$ cat config.mk
export PLATFORM = sky130hd
export DESIGN_NAME = bus_arbiter
export DESIGN_NICKNAME = d
export VERILOG_FILES = /design/src/rtl/cpu_types_pkg.sv /design/src/rtl/rr_pick2.sv /design/src/rtl/bus_arbiter.sv
export SDC_FILE = /design/constraint.sdc
export NUM_CORES = 1
export LEC_CHECK = 0
export CAP_MARGIN = 10
export CORE_AREA = 2 2 169 171
export CTS_CLUSTER_DIAMETER = 200
export DETAILED_ROUTE_END_ITERATION = 10
export DIE_AREA = 0 0 171 173
export GPL_ROUTABILITY_DRIVEN = 0
export PLACE_DENSITY = 0.41
export SLEW_MARGIN = 5
export SYNTH_ARGS = -nofsm -noshare
export SYNTH_HDL_FRONTEND = slang
export SYNTH_SLANG_ARGS = --single-unit
$ cat constraint.sdc
create_clock -name CLK -period 3.8 [get_ports CLK]
set_input_delay 0.76 -clock CLK [delete_from_list [all_inputs] [get_ports CLK]]
set_output_delay 0.76 -clock CLK [all_outputs]
set_load 0.05 [all_outputs]
$ cat src/rtl/cpu_types_pkg.sv
// rtl/cpu_types_pkg.sv - shared CPU/memory types and arbiter state encoding
package cpu_types_pkg;

    typedef logic [31:0] word_t;

    typedef enum logic [1:0] {
        FREE   = 2'd0,
        BUSY   = 2'd1,
        ACCESS = 2'd2,
        ERROR  = 2'd3
    } ramstate_t;

    typedef enum logic [1:0] {
        IDLE  = 2'd0,
        GNT_I = 2'd1,
        GNT_D = 2'd2
    } arbstate_t;

endpackage

$ cat src/rtl/rr_pick2.sv
// rtl/rr_pick2.sv - two-way round-robin picker
module rr_pick2 (
    input  logic [1:0] req,
    input  logic       ptr,
    output logic       valid,
    output logic       sel
);

    // ptr names the favoured core when both request; otherwise take the lone requester
    always_comb begin
        valid = |req;
        sel   = (&req) ? ptr : req[1];
    end

endmodule

$ cat src/rtl/bus_arbiter.sv
// rtl/bus_arbiter.sv - two-core instruction/data arbiter for a single RAM port
module bus_arbiter
    import cpu_types_pkg::*;
#(
    parameter int BLOCK_WORDS = 2,
    parameter int MAX_WAIT    = 8
) (
    input  logic            CLK,
    input  logic            RST,
    input  logic      [1:0] iREN,
    input  word_t     [1:0] iaddr,
    output logic      [1:0] iwait,
    output word_t     [1:0] iload,
    input  logic      [1:0] dREN,
    input  logic      [1:0] dWEN,
    input  word_t     [1:0] daddr,
    input  word_t     [1:0] dstore,
    output logic      [1:0] dwait,
    output word_t     [1:0] dload,
    input  ramstate_t       ramstate,
    input  word_t           ramload,
    output word_t           ramaddr,
    output word_t           ramstore,
    output logic            ramREN,
    output logic            ramWEN
);

    localparam int WCW = (BLOCK_WORDS > 1) ? $clog2(BLOCK_WORDS) : 1;
    localparam int AW  = $clog2(MAX_WAIT + 1);

    arbstate_t            state;
    logic                 own;
    logic [WCW-1:0]       wcnt;
    logic                 irr;
    logic                 drr;
    logic [1:0][AW-1:0]   iage;

    logic [1:0] aged_req;
    logic [1:0] dreq;
    logic       aged_v, aged_sel;
    logic       d_v, d_sel;
    logic       f_v, f_sel;
    logic       access;
    logic       last_word;

    // Request classification feeding the three pickers
    always_comb begin
        for (int c = 0; c < 2; c++) begin
            aged_req[c] = iREN[c] && (iage[c] == AW'(MAX_WAIT));
        end
        dreq      = dREN | dWEN;
        access    = (ramstate == ACCESS);
        last_word = (wcnt == WCW'(BLOCK_WORDS - 1));
    end

    rr_pick2 u_pick_aged (.req(aged_req), .ptr(irr), .valid(aged_v), .sel(aged_sel));
    rr_pick2 u_pick_data (.req(dreq),     .ptr(drr), .valid(d_v),    .sel(d_sel));
    rr_pick2 u_pick_ftch (.req(iREN),     .ptr(irr), .valid(f_v),    .sel(f_sel));

    // Grant FSM: every grant returns through IDLE, bursts run to completion
    always_ff @(posedge CLK or posedge RST) begin
        if (RST) begin
            state <= IDLE;
            own   <= 1'b0;
            wcnt  <= '0;
            irr   <= 1'b0;
            drr   <= 1'b0;
        end else begin
            case (state)
                IDLE: begin
                    if (aged_v) begin
                        state <= GNT_I;
                        own   <= aged_sel;
                    end else if (d_v) begin
                        state <= GNT_D;
                        own   <= d_sel;
                    end else if (f_v) begin
                        state <= GNT_I;
                        own   <= f_sel;
                    end
                end
                GNT_I: begin
                    if (access || !iREN[own]) begin
                        state <= IDLE;
                        irr   <= !own;
                    end
                end
                GNT_D: begin
                    if (!dreq[own] || (access && last_word)) begin
                        state <= IDLE;
                        drr   <= !own;
                        wcnt  <= '0;
                    end else if (access) begin
                        wcnt <= wcnt + WCW'(1);
                    end
                end
                default: state <= IDLE;
            endcase
        end
    end

    // Fetch age: counts while a core waits for a fetch, saturating at MAX_WAIT
    always_ff @(posedge CLK or posedge RST) begin
        if (RST) begin
            iage <= '0;
        end else begin
            for (int c = 0; c < 2; c++) begin
                if (!iREN[c] || (state == GNT_I && own == 1'(c))) begin
                    iage[c] <= '0;
                end else if (iage[c] != AW'(MAX_WAIT)) begin
                    iage[c] <= iage[c] + AW'(1);
                end
            end
        end
    end

    // RAM port steering and wait generation, decoded from the current grant
    always_comb begin
        ramaddr  = '0;
        ramstore = '0;
        ramREN   = 1'b0;
        ramWEN   = 1'b0;
        iload    = '0;
        dload    = '0;
        for (int c = 0; c < 2; c++) begin
            iwait[c] = iREN[c] && !(state == GNT_I && own == 1'(c) && access);
            dwait[c] = dreq[c] && !(state == GNT_D && own == 1'(c) && access);
        end
        case (state)
            GNT_I: begin
                ramaddr    = iaddr[own];
                ramREN     = iREN[own];
                iload[own] = ramload;
            end
            GNT_D: begin
                ramaddr = daddr[own];
                if (dWEN[own]) begin
                    ramWEN   = 1'b1;
                    ramstore = dstore[own];
                end else begin
                    ramREN     = dREN[own];
                    dload[own] = ramload;
                end
            end
            default: ;
        endcase
    end

endmodule

==> reports/qor.csv, run 1 <==
metric,value,unit
wl_met1,9340,microns
die_area,29600,sq um
syn2layout_area_growth,183,%
routedWlPerCell,19.1,microns
worst_pin_slew,0.777,ns
yosys_warnings,0,
post_cts_hold_buffer_count,0,
synth_enable_flop_cells,0,
pwr_density_cell,487,nW/um^2
clock_tree.buffer_depth,2,
synth_sequential_area_ratio,10.1,%
asyncSetResetFlopFracSynth,100,%
synth.largest_area_cell,mux2i_1,
commonest_non_fill_non_tap_cells_in_the_layout,"clkdlybuf4s50_1 (265), buf_12 (158), and2_1 (128), mux2i_1 (98), nor2_1 (44)",
critical_path_class,input pin to output port,
fp-row-count,61,
pins_over_slew_limit,0,
final_layout_size_suffix_gt1_share,22.2,%
ys_dominant_reg_cell,dfrtp_1,
synth_top_cell_area_share,28.2,%
setup_repair_after_global_routing_missed_its_margin,false,
routed_via_density,3.88,
clock-root-buffer,clkbuf_16,
yosys-top-cells-area,"mux2i_1 (28%), and2_1 (23%), dfrtp_1 (10%)",
arrival,2.47,ns
syn_avg_cell_area,7.29,sq um
most_common_library_cell_in_the_layout_ignoring_fill_and_taps,clkdlybuf4s50_1,
timing.critical_path.cells,clkdlybuf4s50_1 -> inv_1 -> o32ai_1 -> nand2_1 -> a21boi_0 -> buf_12,
number_of_vias_after_detailed_routing,4889,
hpwl,19900,microns
max-slew-margin-rel,48.2,%
post_synth_inst_count,477,
detail-route-antenna-nets,0,
grt_pass1_vias,4872,
antenna_found_initial,0,
clkLatencyLatePin,0.25,ns
fill_cells,2817,
cts_buffers,3,
clock_sink_count,14,
rrSetupSlack,1.58,ns
cts.clk_slew.worst_paths,0.05,ns
grt_overflow,0,
worst_clock_skew,0.000553,ns
floorplan.initialDensity,12.6,%
place_inst,1257,
run_status,"finished, final reports clean",
detail_route.drc_violations,0,
die_w,171,microns
finish.utilization,35.6,%
finalHoldViolations,0,
path_max_fanout,5,
ctsResizeCount,0,
ir_worst_vdd,278,uV
mappedNetlistNets,718,
layout.cells.non_filler,1261,
met3WireLength,1110,microns
detail_route.first_pass.iterations,4,
finalSetupTns,0,ns
static_power_due_to_leakage,4.06,nW
syn-cell-area,3480,sq um
max_stage_delay,0.58,ns
maximum_number_of_pins_on_one_net_before_global_route_repair,59,
worst-endpoint-required,3.04,ns
hold_path_startpoint,iage[7]$_DFFE_PP0P_,
final_min_period_over_clock_period,85.0,%
n_antenna_cell,0,
crit_path_start,dREN[0],
critPathLaunchType,input pin,
cp-end-kind,output port,
post_cts_repair_setup_buffers,0,
grt_first_pass_wirelength,33900,microns
synth-seq-cells,14,
h-tree-depth,1,
routed_wl,24000,microns
crit_slowest_cell,clkdlybuf4s50_1,
minimum_clock_period,3.23,ns
synth_cell_type_count,43,
initialDrtViolationCount,195,
number_of_i_o_pins,432,
cap_viol_max_count,0,
max_freq,310,MHz
tritoncts,yes,
floorplan.core_area,27600,sq um
hold_class,register to register,
finalSetupViolCount,0,
chipHeight,173,microns
regToRegStartpoint,state[1]$_DFFE_PP0P_,
topRoutingLayerUsed,met4,
design.final.nets,1125,
wl_met2,13400,microns
portBuffers,431,
grt_usage,15.2,%
## flip-flops by register name, summed over array words and instances (netlist names)
name	count
iage	8
state	2
drr	1
irr	1
last_word	1
own	1
## layer usage
metal  vias to the layer above  global-route usage [%]
met5                         -                       0
met4                         0                    1.80
met3                        12                    2.01
met2                       155                    29.7
met1                      2258                    17.7
li1                       2464                       -
## Yosys cell counts (all sizes together), types with 2 or more instances
| cell type | count |
|---|---|
| and2 | 128 |
| nor2 | 46 |
| a21boi | 2 |
| a21oi | 3 |
| nor3 | 5 |
| ha | 7 |
| a31oi | 2 |
| nor3b | 2 |
| and3 | 33 |
| dfrtp | 14 |
| o22ai | 33 |
| nand2b | 2 |
| nand3 | 3 |
| clkbuf | 25 |
| o21ai | 7 |
| xnor2 | 4 |
| o22a | 2 |
| nand2 | 11 |
| mux2i | 98 |
| buf | 18 |
| xor2 | 2 |
| mux2 | 2 |
| nor2b | 2 |
| inv | 11 |
## worst max-delay path: cells and delay by family
family	cells	cell delay, ns
simple gates	1	0.09
compound gates	2	0.76
buf+inv	3	0.84
## cell families after synthesis
kind of cell	after synthesis	synth area share, %
adder cells (fa/ha/maj)	7	2.52
AO/OA/AOI/OAI	57	11.2
AND/OR/NAND/NOR	238	38.8
XOR/XNOR	6	1.51
multiplexers	100	28.8
buffers and inverters	55	7.01
flip-flops	14	10.1
## final timing paths
kind / endpoint / cells after the start
setup / recovery: ramREN / 6
hold / removal: iage[7]$_DFFE_PP0P_ / 2
setup reg to reg: iage[1]$_DFFE_PP0P_ / 7
hold reg to reg: iage[7]$_DFFE_PP0P_ / 2
max in group asynchronous: own$_DFFE_PP0P_ / 2
min in group asynchronous: iage[1]$_DFFE_PP0P_ / 2
## stage by stage
step | setup WS, ns | hold WS (ns) | instance area, sq um | total power [mW]
4_1_cts | 0.517 | 0.539 | 9840 | 4.86
6_report | 0.571 | 0.542 | 9840 | 4.79
2_1_floorplan | 0.772 | 0.476 | 3480 | 2.59
3_5_place_dp | 0.523 | 0.525 | 9750 | 4.62
3_3_place_gp | 0.546 | 0.518 | 9750 | 4.63
5_1_grt | 0.443 | 0.569 | 9840 | 5.02
## power breakdown
part | switching, mW | internal [mW]
Clock | 0.0679 | 0.160
Combinational | 2.27 | 1.97
Sequential | 0.138 | 0.182
## area by class of cell
class | count | area (sq um) | share of cell area (%)
Sequential cell | 14 | 354 | 3.60
Clock buffer | 4 | 88.8 | 0.903
Inverter | 12 | 45.0 | 0.458
Multi-Input combinational cell | 408 | 2890 | 29.4
Tap cell | 378 | 473 | 4.81
Timing Repair Buffer | 445 | 5980 | 60.8
No activity file was read; power rests on OpenSTA's default activity.
==> run 2, diff against run 1 <==
CORE_AREA = 2 2 170 172   (was 2 2 169 171)
DIE_AREA = 0 0 172 174   (was 0 0 171 173)
PLACE_DENSITY = 0.42   (was 0.41)
clock period = 2.69 ns   (was 3.8 ns; I/O delays follow)
==> run 2 against run 1 <==
First-iteration DRC count down 18%. Largest power group unchanged. Worst hold slack worse by 0.015 ns. Core utilization increased by 1.1 points. Sequential power increased by 4%. Clock-buffer cell count did not move. Power up 46%. Wire length is 3.8% higher. Die area grew 1.2%.
==> reports/qor.csv, run 2 (synthesized netlist as in run 1, its figures left out) <==
metric,value,unit,change
number_of_vias_after_detailed_routing,4940,,was 4889
ir_worst_vdd,359,uV,was 278 uV
largest_register_ffs,8,,unchanged
detail_route.drc_violations,0,,unchanged
regToRegStartpoint,own$_DFFE_PP0P_,,was state[1]$_DFFE_PP0P_
design.final.nets,1128,,was 1125
worst_pin_slew,0.589,ns,was 0.777 ns
finalHoldViolations,0,,unchanged
rr_endpoint,state[1]$_DFFE_PP0P_,,was iage[1]$_DFFE_PP0P_
fill_cells,2837,,was 2817
most_common_library_cell_in_the_layout_ignoring_fill_and_taps,clkdlybuf4s50_1,,unchanged
ctsResizeCount,0,,unchanged
grt_usage,15.5,%,was 15.2%
timing.critical_path.mode_cell,buf_12,,
pwr_density_cell,675,nW/um^2,was 487 nW/um^2
finish.utilization,36.7,%,was 35.6%
rrSetupSlack,0.79,ns,was 1.58 ns
floorplan.initialDensity,12.3,%,was 12.6%
critical_path_class,register to output port,,was input pin to output port
largest_reg_by_ff_count,iage,,unchanged
final_min_period_over_clock_period,93.5,%,
antenna_found_initial,2,,was 0
max-slew-margin-rel,60.7,%,was 48.2%
post_cts_hold_buffer_count,0,,unchanged
number_of_i_o_pins,432,,unchanged
finalSetupTns,0,ns,unchanged
hold_ws,0.528,ns,was 0.542 ns
detail-route-antenna-nets,0,,unchanged
path_depth,7,,was 6
crit_slowest_cell,dfrtp_1,,was clkdlybuf4s50_1
cts.clk_slew.worst_paths,0.05,ns,about the same
die_w,172,microns,was 171 microns
die_area,29900,sq um,was 29600 sq um
hold_class,register to register,,unchanged
run_status,"finished, final reports clean",,unchanged
max_stage_delay,0.37,ns,was 0.58 ns
worst_setup_path_endpoint,dload[17],,was ramREN
hpwl,20900,microns,was 19900 microns
routedWlPerCell,19.6,microns,was 19.1 microns
clkLatencyLatePin,0.24,ns,was 0.25 ns
cap_viol_max_count,0,,unchanged
power.share.combinational,90.7,%,was 88.5%
initialDrtViolationCount,160,,was 195
critPathLaunchType,register,,was input pin
finalSetupViolCount,0,,unchanged
maximum_number_of_pins_on_one_net_before_global_route_repair,46,,was 59
setup_repair_after_global_routing_missed_its_margin,false,,unchanged
worst_path_dominant_cell_family,buffers and inverters,,unchanged
portBuffers,431,,unchanged
fp-row-count,62,,was 61
clock-root-buffer,clkbuf_16,,unchanged
timing.critical_path.cells,inv_1 -> ha_1 -> inv_2 -> nor3_2 -> buf_12 -> and2_1 -> buf_12,,was clkdlybuf4s50_1 -> inv_1 -> o32ai_1 -> nand2_1 -> a21boi_0 -> buf_12
routed_wl,25000,microns,was 24000 microns
cp-end-kind,output port,,unchanged
tritoncts,yes,,unchanged
grt_first_pass_wirelength,34300,microns,was 33900 microns
clock_sink_count,14,,unchanged
chipHeight,174,microns,was 173 microns
cts_buffers,3,,unchanged
clock_power_share,4.5,%,was 4.8%
report.power.total,6.99,mW,was 4.79 mW
h-tree-depth,1,,unchanged
crit_path_start,state[0]$_DFFE_PP0P_,,was dREN[0]
worst-path-buf-inv,4,,was 3
floorplan.core_area,28200,sq um,was 27600 sq um
final_layout_size_suffix_gt1_share,26.1,%,was 22.2%
largest_registers_in_the_final_layout,"iage x8, state x2",,unchanged
grt_pass1_vias,4694,,was 4872
clock_tree.buffer_depth,2,,unchanged
p_switching,3.56,mW,was 2.47 mW
worst_r2r_path_depth,5,,was 7
commonest_non_fill_non_tap_cells_in_the_layout,"clkdlybuf4s50_1 (232), buf_12 (203), and2_1 (128), mux2i_1 (98), nor2_1 (44)",,"was clkdlybuf4s50_1 (265), buf_12 (158), and2_1 (128), mux2i_1 (98), nor2_1 (44)"
minimum_clock_period,2.51,ns,
arrival,1.98,ns,was 2.47 ns
syn2layout_area_growth,198,%,was 183%
static_power_due_to_leakage,4.29,nW,was 4.06 nW
pwr-share-seq,4.8,%,was 6.7%
grt_overflow,0,,unchanged
post_cts_repair_setup_buffers,0,,unchanged
internal_power,3.43,mW,was 2.31 mW
worst_clock_skew,0.00415,ns,was 0.000553 ns
max_freq,398,MHz,
pins_over_slew_limit,0,,unchanged
power.switching_fraction,51.0,%,was 51.7%
detail_route.first_pass.iterations,4,,unchanged
worst-endpoint-required,2.15,ns,was 3.04 ns
path_max_fanout,32,,was 5
holdPathStages,2,,unchanged
routed_via_density,3.89,,was 3.88
==> run 2: changes by cell type in the layout (fill, tap and decap cells not counted), sizes merged <==
cell | previous run | this run
buf | 180 | 215
clkdlybuf4s50 | 265 | 232
diode | 0 | 1
dlymetal6s2s | 0 | 1
==> run 2: worst min path at each step <==
| stage | start | end | slack, ns |
|---|---|---|---|
| after global placement | irr$_DFFE_PP0P_ | irr$_DFFE_PP0P_ | 0.51 |
| after detailed placement | irr$_DFFE_PP0P_ | irr$_DFFE_PP0P_ | 0.52 |
| after CTS | irr$_DFFE_PP0P_ | irr$_DFFE_PP0P_ | 0.53 |
| final | irr$_DFFE_PP0P_ | irr$_DFFE_PP0P_ | 0.53 |
| after global routing | last_word$_DFFE_PP0P_ | last_word$_DFFE_PP0P_ | 0.58 |
| after floorplan | RST | drr$_DFFE_PP0P_ | 0.43 |
==> run 2: metrics by stage <==
| step | instance area, sq um | std cells | setup slack [ns] |
|---|---|---|---|
| global placement | 10300 | 1266 | 0.0504 |
| CTS | 10300 | 1270 | 0.0314 |
| global route | 10400 | 1271 | 0.0341 |
| floorplan | 3480 | 477 | 0.0713 |
| detailed placement | 10300 | 1266 | 0.0399 |
| finish | 10400 | 1271 | 0.175 |
==> run 2: cell type report <==
class | instances | area, sq um | share of cell area, %
Inverter | 12 | 45.0 | 0.435
Antenna cell | 1 | 2.50 | 0.0242
Sequential cell | 14 | 354 | 3.42
Multi-Input combinational cell | 408 | 2890 | 28.0
Clock buffer | 4 | 88.8 | 0.858
Tap cell | 384 | 480 | 4.64
Timing Repair Buffer | 448 | 6490 | 62.7
==> run 2: worst reg2reg max path, delay by kind of cell (launching register included) <==
kind	cells	cell delay, ns
DFF	1	0.54
and+or+nand+nor	2	0.44
muxes	1	0.40
buffers and inverters	1	0.27
AOI/OAI and AO/OA	1	0.17
==> run 2: per-layer routing <==
layer  GRT usage [%]  wire (microns)  part of all wire (%)  vias up
li1                -               -                     -     2472
met1            18.6            9790                    39     2303
met2            29.8           13500                    54      159
met3            2.62            1530                   6.1        6
met4            1.09             132                  0.53        0
met5               0               0                     0        -
==> run 2: power groups by stage <==
| stage | clock network [mW] | logic (mW) | registers (mW) |
|---|---|---|---|
| after CTS | 0.323 | 6.42 | 0.337 |
| final | 0.314 | 6.34 | 0.334 |
| after floorplan | 0 | 3.38 | 0.284 |
| after global routing | 0.334 | 6.64 | 0.345 |
| after detailed placement | 0 | 6.41 | 0.340 |
| after global placement | 0 | 6.42 | 0.339 |
